`src/rtl/mem_req_arbiter_pkg.sv`:
```
// Shared widths, state encodings and port IDs for the two-port memory line-request arbiter.
package mem_req_arbiter_pkg;

  localparam int MEM_ADDR_W = 16;
  localparam int MEM_LINE_W = 128;
  localparam int MEM_MASK_W = 16;

  typedef enum logic [1:0] {
    ARB_IDLE = 2'd0,
    ARB_BUSY = 2'd1,
    ARB_DONE = 2'd2
  } arb_state_t;

  typedef enum logic {
    ARB_PORT_I = 1'b0,
    ARB_PORT_D = 1'b1
  } arb_port_t;

  // Memory works on whole lines, so the byte offset within a line is dropped.
  function automatic logic [MEM_ADDR_W-1:0] line_align(input logic [MEM_ADDR_W-1:0] addr);
    return addr & 16'hFFF0;
  endfunction

endpackage

```
`src/rtl/mem_req_arbiter_pick.sv`:
```
// Combinational two-way pick between the instruction and data request ports.
module mem_arb_pick
  import mem_req_arbiter_pkg::*;
#(
  parameter int ROUND_ROBIN = 1
) (
  input  logic i_req,
  input  logic d_req,
  input  logic last_grant,
  output logic grant_valid,
  output logic grant_port
);

  always_comb begin
    grant_valid = i_req | d_req;
    grant_port  = ARB_PORT_I;
    if (d_req && !i_req) begin
      grant_port = ARB_PORT_D;
    end else if (d_req && i_req) begin
      // On a tie, round-robin favours whichever port did not win last time.
      if (ROUND_ROBIN != 0) begin
        grant_port = (last_grant == ARB_PORT_I) ? ARB_PORT_D : ARB_PORT_I;
      end else begin
        grant_port = ARB_PORT_D;
      end
    end
  end

endmodule

```
`src/rtl/mem_req_arbiter.sv`:
```
// Arbitrates I-cache and D-cache line requests onto one memory port and returns fill data.
//
//   state    | meaning
//   ---------+---------------------------------------------------------------
//   ARB_IDLE | no transaction; grant the next requester and load mem_* regs
//   ARB_BUSY | mem_request high, mem_* held; wait for mem_finish
//   ARB_DONE | one gap cycle after completion so req/finish can drop
module mem_req_arbiter
  import mem_req_arbiter_pkg::*;
#(
  parameter int ROUND_ROBIN = 1
) (
  input  logic         sys_clk,
  input  logic         sys_rst_n,

  input  logic         i_req,
  input  logic [15:0]  i_addr,
  output logic         i_done,
  output logic [127:0] i_data,

  input  logic         d_req,
  input  logic         d_rwn,
  input  logic [15:0]  d_addr,
  input  logic [15:0]  d_commit,
  input  logic [127:0] d_wdata,
  output logic         d_done,
  output logic [127:0] d_rdata,

  output logic         mem_request,
  output logic         mem_rwn,
  output logic [15:0]  mem_addr,
  output logic [15:0]  mem_commit,
  output logic [127:0] mem_write_data,
  input  logic         mem_finish,
  input  logic         mem_replace,
  input  logic [127:0] mem_replace_dat
);

  arb_state_t          state;
  arb_port_t           owner;
  arb_port_t           last_grant;
  logic                grant_valid;
  logic                grant_raw;
  arb_port_t           grant_port;
  logic [MEM_LINE_W-1:0] line_q;

  mem_arb_pick #(
    .ROUND_ROBIN (ROUND_ROBIN)
  ) u_pick (
    .i_req       (i_req),
    .d_req       (d_req),
    .last_grant  (last_grant),
    .grant_valid (grant_valid),
    .grant_port  (grant_raw)
  );

  assign grant_port = arb_port_t'(grant_raw);

  always_ff @(posedge sys_clk or negedge sys_rst_n) begin
    if (!sys_rst_n) begin
      state          <= ARB_IDLE;
      owner          <= ARB_PORT_I;
      last_grant     <= ARB_PORT_I;
      mem_request    <= 1'b0;
      mem_rwn        <= 1'b1;
      mem_addr       <= '0;
      mem_commit     <= '0;
      mem_write_data <= '0;
      i_done         <= 1'b0;
      d_done         <= 1'b0;
      line_q         <= '0;
    end else begin
      i_done <= 1'b0;
      d_done <= 1'b0;
      case (state)
        ARB_IDLE: begin
          if (grant_valid) begin
            owner       <= grant_port;
            last_grant  <= grant_port;
            mem_request <= 1'b1;
            if (grant_port == ARB_PORT_D) begin
              mem_rwn        <= d_rwn;
              mem_addr       <= line_align(d_addr);
              // A read carries no byte mask toward memory.
              mem_commit     <= d_rwn ? '0 : d_commit;
              mem_write_data <= d_wdata;
            end else begin
              mem_rwn        <= 1'b1;
              mem_addr       <= line_align(i_addr);
              mem_commit     <= '0;
              mem_write_data <= '0;
            end
            state <= ARB_BUSY;
          end
        end
        ARB_BUSY: begin
          if (mem_finish) begin
            mem_request <= 1'b0;
            if (mem_replace) begin
              line_q <= mem_replace_dat;
            end
            i_done <= (owner == ARB_PORT_I);
            d_done <= (owner == ARB_PORT_D);
            state  <= ARB_DONE;
          end
        end
        ARB_DONE: state <= ARB_IDLE;
        default:  state <= ARB_IDLE;
      endcase
    end
  end

  assign i_data  = line_q;
  assign d_rdata = line_q;

endmodule
```
`config.mk`:
```
export PLATFORM = sky130hd
export DESIGN_NAME = mem_req_arbiter
export DESIGN_NICKNAME = d
export VERILOG_FILES = /design/src/rtl/mem_req_arbiter_pkg.sv /design/src/rtl/mem_req_arbiter_pick.sv /design/src/rtl/mem_req_arbiter.sv
export SDC_FILE = /design/constraint.sdc
export NUM_CORES = 1
export LEC_CHECK = 0
export ABC_AREA = 1
export CAP_MARGIN = 10
export CORE_AREA = 2 2 282 284
export CTS_BUF_LIST = sky130_fd_sc_hd__clkbuf_16
export DETAILED_ROUTE_END_ITERATION = 16
export DIE_AREA = 0 0 284 286
export GPL_TIMING_DRIVEN = 0
export HOLD_SLACK_MARGIN = 0.06
export PLACE_DENSITY = 0.38
export SLEW_MARGIN = 20
export SYNTH_ARGS = -nofsm -noshare
export SYNTH_HDL_FRONTEND = slang
export SYNTH_SLANG_ARGS = --single-unit
```
`constraint.sdc`:
```
create_clock -name sys_clk -period 2.5 [get_ports sys_clk]
set_clock_uncertainty 0.2 [all_clocks]
set_input_delay 0.5 -clock sys_clk [delete_from_list [all_inputs] [get_ports sys_clk]]
set_output_delay 0.5 -clock sys_clk [all_outputs]
set_load 0.02 [all_outputs]
```
== After elaboration in Yosys (flattened, before gate mapping) ==
Index checks and enable logic that the tools add are counted.
Storage, ports and cells
  bits in registers: 295
  bits of input ports: 311
  word-level logic and storage cells: 42
Operators by class
  equality and inequality tests: 3
  mux-type cells: 18
  bitwise gates (word level): 2
  reductions and logical operators: 9
Operators with widths (count)
  $mux 128: 1
  $mux 16: 3
  $mux 1: 10
  $reduce_and 3->1: 2
  $mux 2: 2
  $ne 2x2->1 const B: 2
  $pmux 2 s2: 1
  $reduce_and 2->1: 2
  $eq 2x1->1 const B: 1
  $logic_and 1x1->1: 2
  $logic_not 2->1: 1
  $pmux 1 s2: 1
  $reduce_bool 2->1: 1
  $logic_not 1->1: 1
  $not 1->1: 1
  $or 1x1->1: 1

== Longest topological paths before layout ==
Gate-level depths: netlist of the first run.
  depth after elaboration: 4
  mapped depth: 8
  mapped depth without buffers: 6

== Hierarchy ==
A second synthesis of the first run with hierarchy kept.
Unflattened totals
  cell total of the unflattened synthesis: 1470
  area total of the unflattened synthesis: 12816.0 sq um
Modules (own cells, without submodules)
  mem_req_arbiter: times used 1, cells an instance 1467, area each 12801.0 sq um, sequential area each 7283.2 sq um
  mem_arb_pick: times used 1, cells an instance 3, area each 15.0 sq um, sequential area each 0.0 sq um

== Worst setup path after synthesis of the first run ==
Ideal clock, no wire load.
  path kind: input-to-reg
  start point: in i_req
  end point: reg mem_write_data[103]
  library setup time: 0.066 ns
  arrival time: 1.327 ns
  data required time: 2.234 ns
  slack: 0.908 ns
  cell stages on the path: 7
  path buffers: 2
  cells stage by stage: nand2_1 -> nand2_1 -> inv_2 -> buf_2 -> buf_2 -> nand3_1 -> nand2_1
Between the ends
  cells in the longest elaborated chain, start to end: 4
RTL lines
  from (decl): RTL line mem_req_arbiter.sv:16  | input logic i_req,
  $logic_and 1x1->1 / $logic_not 1->1 (equally long branches): RTL line mem_req_arbiter_pick.sv:19, mem_req_arbiter_pick.sv:17
  $mux 1 / $logic_and 1x1->1 (equally long branches): RTL line mem_req_arbiter_pick.sv:19, mem_req_arbiter_pick.sv:17
  $mux 1: RTL line mem_req_arbiter_pick.sv:17  | if (d_req && !i_req) begin
  $mux 128: RTL line mem_req_arbiter.sv:81  | if (grant_port == ARB_PORT_D) begin
  to (signal assigned): RTL line mem_req_arbiter.sv:86  | mem_write_data <= d_wdata;
  to (decl): RTL line mem_req_arbiter.sv:33  | output logic [127:0] mem_write_data,
Parallel ways exist; a longest one is shown, timed or not.
A chain may end at the register's enable or synchronous reset.

== Worst setup path in the final report of the first run ==
  start point: reg line_q[22], in the netlist d_rdata[22]
  end point: out i_data[22]
RTL lines
  from (decl): RTL line mem_req_arbiter.sv:45  | logic [MEM_LINE_W-1:0] line_q;
  from (signal assigned): RTL line mem_req_arbiter.sv:100  | line_q <= mem_replace_dat;
  to (decl): RTL line mem_req_arbiter.sv:19  | output logic [127:0] i_data,
No word-level cell between the ends.

==> parameters.txt, run 1 <==
Parameter                              Value

Logic synthesis
  Post-synth top area share ... 0.573
  Count of different cell masters after synthesis ... 16
  Cell Area, Synth ... 12700 µm²
  Number of enable-type register cells in the synthesized netlist ... 0
  Dominant cell by count in the synthesized netlist ... nand2_1
  Most instantiated cells after synthesis ... 588 x nand2_1, 297 x nand3_1, 290 x dfrtp_1
  Post-synthesis register bit count ... 291
  Synth warn ... 0
  Cell type contributing the most total cell area after synthesis ... dfrtp_1
  Ranking of synthesized cells by area ... dfrtp_1 57%, nand2_1 17%, nand3_1 12%
  Post-synthesis instance total ... 1475
  Most used DFF post-synth ... dfrtp_1
  FFs w/ async S/R, synth ... 1.00
  Mean area per synthesized cell ... 8.58 µm²
  Sequential element share of the synthesized area ... 0.575

CTS
  Maximum buffer depth of the clock tree ... 3
  Htree depth ... 2
  CTS Buf Count ... 41
  Count of clock tree sinks ... 291
  Insertion delay of the later-clocked pin in the worst-skew pair ... 550 ps
  # Post-CTS Setup Buffers ... 0
  CTS tree ... yes
  Cell chosen for the clock root ... clkbuf_16
  Clock transition time at the flip-flop clock pins of the worst setup and hold paths ... 60 ps

Global routing
  Antenna violations before repair ... 6
  Via count of the first global-routing pass ... 13100
  Combined global-route utilization of all metal layers ... 0.151
  Pin count of the biggest net entering global routing ... 79
  Wire length of the first global-routing pass ... 91.5 mm
  Remaining global-route overflow ... 0

Layout
  Fraction of layout cells with a size suffix above 1 ... 0.110
  Register Area ... 7300 µm²
  Design Area, Final ... 22600 µm²
  Final-layout fill cell count ... 8425
  Area growth from synthesis to layout ... 78.3%
  Combined area of the multi-input logic cells ... 3810 µm²
  Number of nets in the finished design ... 2553

Setup path
  Data arrival, critical path ... 1740 ps
  CP Capture Type ... output port
  Maximum fanout along the worst path ... 3
  Series of cell instances along the critical path ... buf_4 > clkdlybuf4s50_1
  Setup crit start kind ... flip-flop
  Category of the most critical setup path ... reg2out
  Data required time at the worst endpoint ... 1800 ps
  Largest stage delay, worst path ... 590 ps
  Cell with the largest stage delay on the worst path ... clkdlybuf4s50_1

Timing
  Final Worst Setup Slack ... 63.9 ps
  Maximum achievable frequency ... 0.410 GHz
  Final setup violation count ... 0
  Final Max Tran Viols ... 0
  Final Critical Period ... 2440 ps
  Number of failing hold endpoints at the final stage ... 0
  Slew margin rel. ... 0.482
  Share of the clock period used by the worst path after layout ... 0.974
  Transition at the pin with the smallest max-transition slack ... 777 ps
  Setup repair after global routing missed its margin ... false

Routing
  Ratio of routed vias to standard cells ... 3.84
  Post-detailed-routing wire length ... 63.8 mm
  Remaining routing DRC violations ... 0
  Wire length per cell ... 19.2 µm
  Initial detailed-routing violation count ... 615
  Vias after detailed routing ... 12800
  Drt pass-1 iters ... 5
  ANT nets after route ... 0

Die
  Initial Utilization ... 0.162
  Count of pins on the block boundary ... 731
  Die Y-Extent ... 286 µm
  Core area ... 78400 µm²
  Cell Rows ... 103
  Die boundary width ... 284 µm
  Full die area ... 81200 µm²

Job
  Max-capacitance violation count ... 0

Placement
  Total cell area at the placement stage ... 21200 µm²
  Buffers on Ports ... 717
  HPWL after DPL ... 50.3 mm
  Worst setup slack before clock tree synthesis ... -769 ps
  Final weighted congestion in routability-driven placement ... 0.839

Pwr
  Worst vdd ir ... 506 µV
  Total leakage power ... 0.0108 µW
  Total power density per cell area ... 1390 nW/µm²
  Total design power ... 31400 µW

Run status
  Result of the run ... complete, no violations

Hold path
  Path type of the worst min-delay path ... in2reg
layout by cell type (no fill, tap or decap):
master	n
dlygate4sd3_1	1
clkbuf_1	45
inv_1	53
buf_2	39
clkbuf_16	43
dlymetal6s2s_1	1
o21ai_0	2
bufinv_16	3
nand4_1	1
diode_2	3
buf_4	132
buf_1	9
o31ai_1	1
dlygate4sd2_1	2
buf_16	3
inv_6	2
clkinvlp_4	1
dfrtp_1	279
nor2_4	1
inv_2	2
buf_8	1
dfrtp_2	11
nand3_1	297
nor2_1	19
clkinv_2	8
clkdlybuf4s50_1	713
clkbuf_2	3
clkinv_1	7
conb_1	4
dfstp_2	1
nand2_1	588
path summary, 6_finish.rpt:
check	startpoint	endpoint	slack, ps	depth (start not counted)
max in group asynchronous	sys_rst_n	mem_rwn	500	4
worst min register to register	state[1]	state[0]	260	1
worst max register to register	last_grant	mem_write_data[45]	210	6
worst max-delay path	d_rdata[22]	i_data[22]	60	2
min in group asynchronous	sys_rst_n	d_rdata[88]	360	2
worst min-delay path	d_rwn	mem_commit[2]	230	4
flip-flops by register name, summed over array words and instances (netlist names):
signal / cells
mem_rwn: 1
mem_addr: 12
state: 2
d_done: 1
mem_request: 1
mem_commit: 16
mem_write_data: 128
d_rdata: 128
i_done: 1
last_grant: 1
stage by stage:
stage	setup TNS (ps)	hold slack (ps)	utilization	instances
after CTS	0	198	0.288	3322
after floorplan	0	4.41	-	1478
after global routing	0	265	0.288	3325
final	0	234	0.288	3325
after detailed placement	-67540	249	0.271	3248
after global placement	-4041790	250	0.270	3245
what timing repair did:
item	CTS	global route
endpoints found under the hold margin	73	0
hold buffers	1	0
setup endpoints to repair	17	32
gates resized for setup	13	7
metal layers:
layer	vias up	GRT usage	wire (µm)
li1	6068	-	-
met1	6142	0.175	25100
met2	470	0.271	32400
met3	75	0.0474	4990
met4	6	0.0363	1270
met5	-	0	36
cell type report:
type	count	share of cell area
repair buffers	721	0.322
well taps	1050	0.0582
clock buffers	43	0.0477
diodes	3	0.000333
multi-input cells	913	0.169
inverters	46	0.00765
clock inverters	30	0.00953
flip-flops and latches	291	0.323
plain buffers	228	0.0622
power by group:
part	internal, µW	total (µW)	switching [µW]
registers	6940	8860	1920
logic	7960	16800	8860
clock network	3400	5710	2310
total	18300	31400	13100
critical path: cells and delay by family, from the launching register on:
kind / cells / cell delay [ps]
flops: 1 / 450
buf+inv: 2 / 740
kinds of logic (layout without fill, tap and decap cells):
logic type             Yosys count  count (layout)  share of synthesized area
and+or+nand+nor                906             906                      0.299
AOI/OAI and AO/OA                3               3                    0.00138
DFF                            291             291                      0.575
other                            1               7                   0.000296
buffers and inverters          274            1068                      0.124
Note: power is estimated with default switching activity, not from simulation.
==> run 2, diff against run 1 <==
--- a/config.mk
+++ b/config.mk
@@ -6,9 +6,11 @@
 export NUM_CORES = 1
 export LEC_CHECK = 0
 export ABC_AREA = 1
+export ABC_CLOCK_PERIOD_IN_PS = 2500
 export CAP_MARGIN = 10
 export CORE_AREA = 2 2 282 284
 export CTS_BUF_LIST = sky130_fd_sc_hd__clkbuf_16
+export CTS_CLUSTER_SIZE = 24
 export DETAILED_ROUTE_END_ITERATION = 16
 export DIE_AREA = 0 0 284 286
 export GPL_TIMING_DRIVEN = 0
==> results of run 2 <==
Final layout, timing and power as in run 1 (identical DEF).
==> run 3, diff against run 2 <==
--- a/config.mk
+++ b/config.mk
@@ -7,10 +7,8 @@
 export LEC_CHECK = 0
 export ABC_AREA = 1
 export ABC_CLOCK_PERIOD_IN_PS = 2500
-export CAP_MARGIN = 10
 export CORE_AREA = 2 2 282 284
 export CTS_BUF_LIST = sky130_fd_sc_hd__clkbuf_16
-export CTS_CLUSTER_SIZE = 24
 export DETAILED_ROUTE_END_ITERATION = 16
 export DIE_AREA = 0 0 284 286
 export GPL_TIMING_DRIVEN = 0
==> results of run 3 <==
Final layout, timing and power as in run 1 (identical DEF).
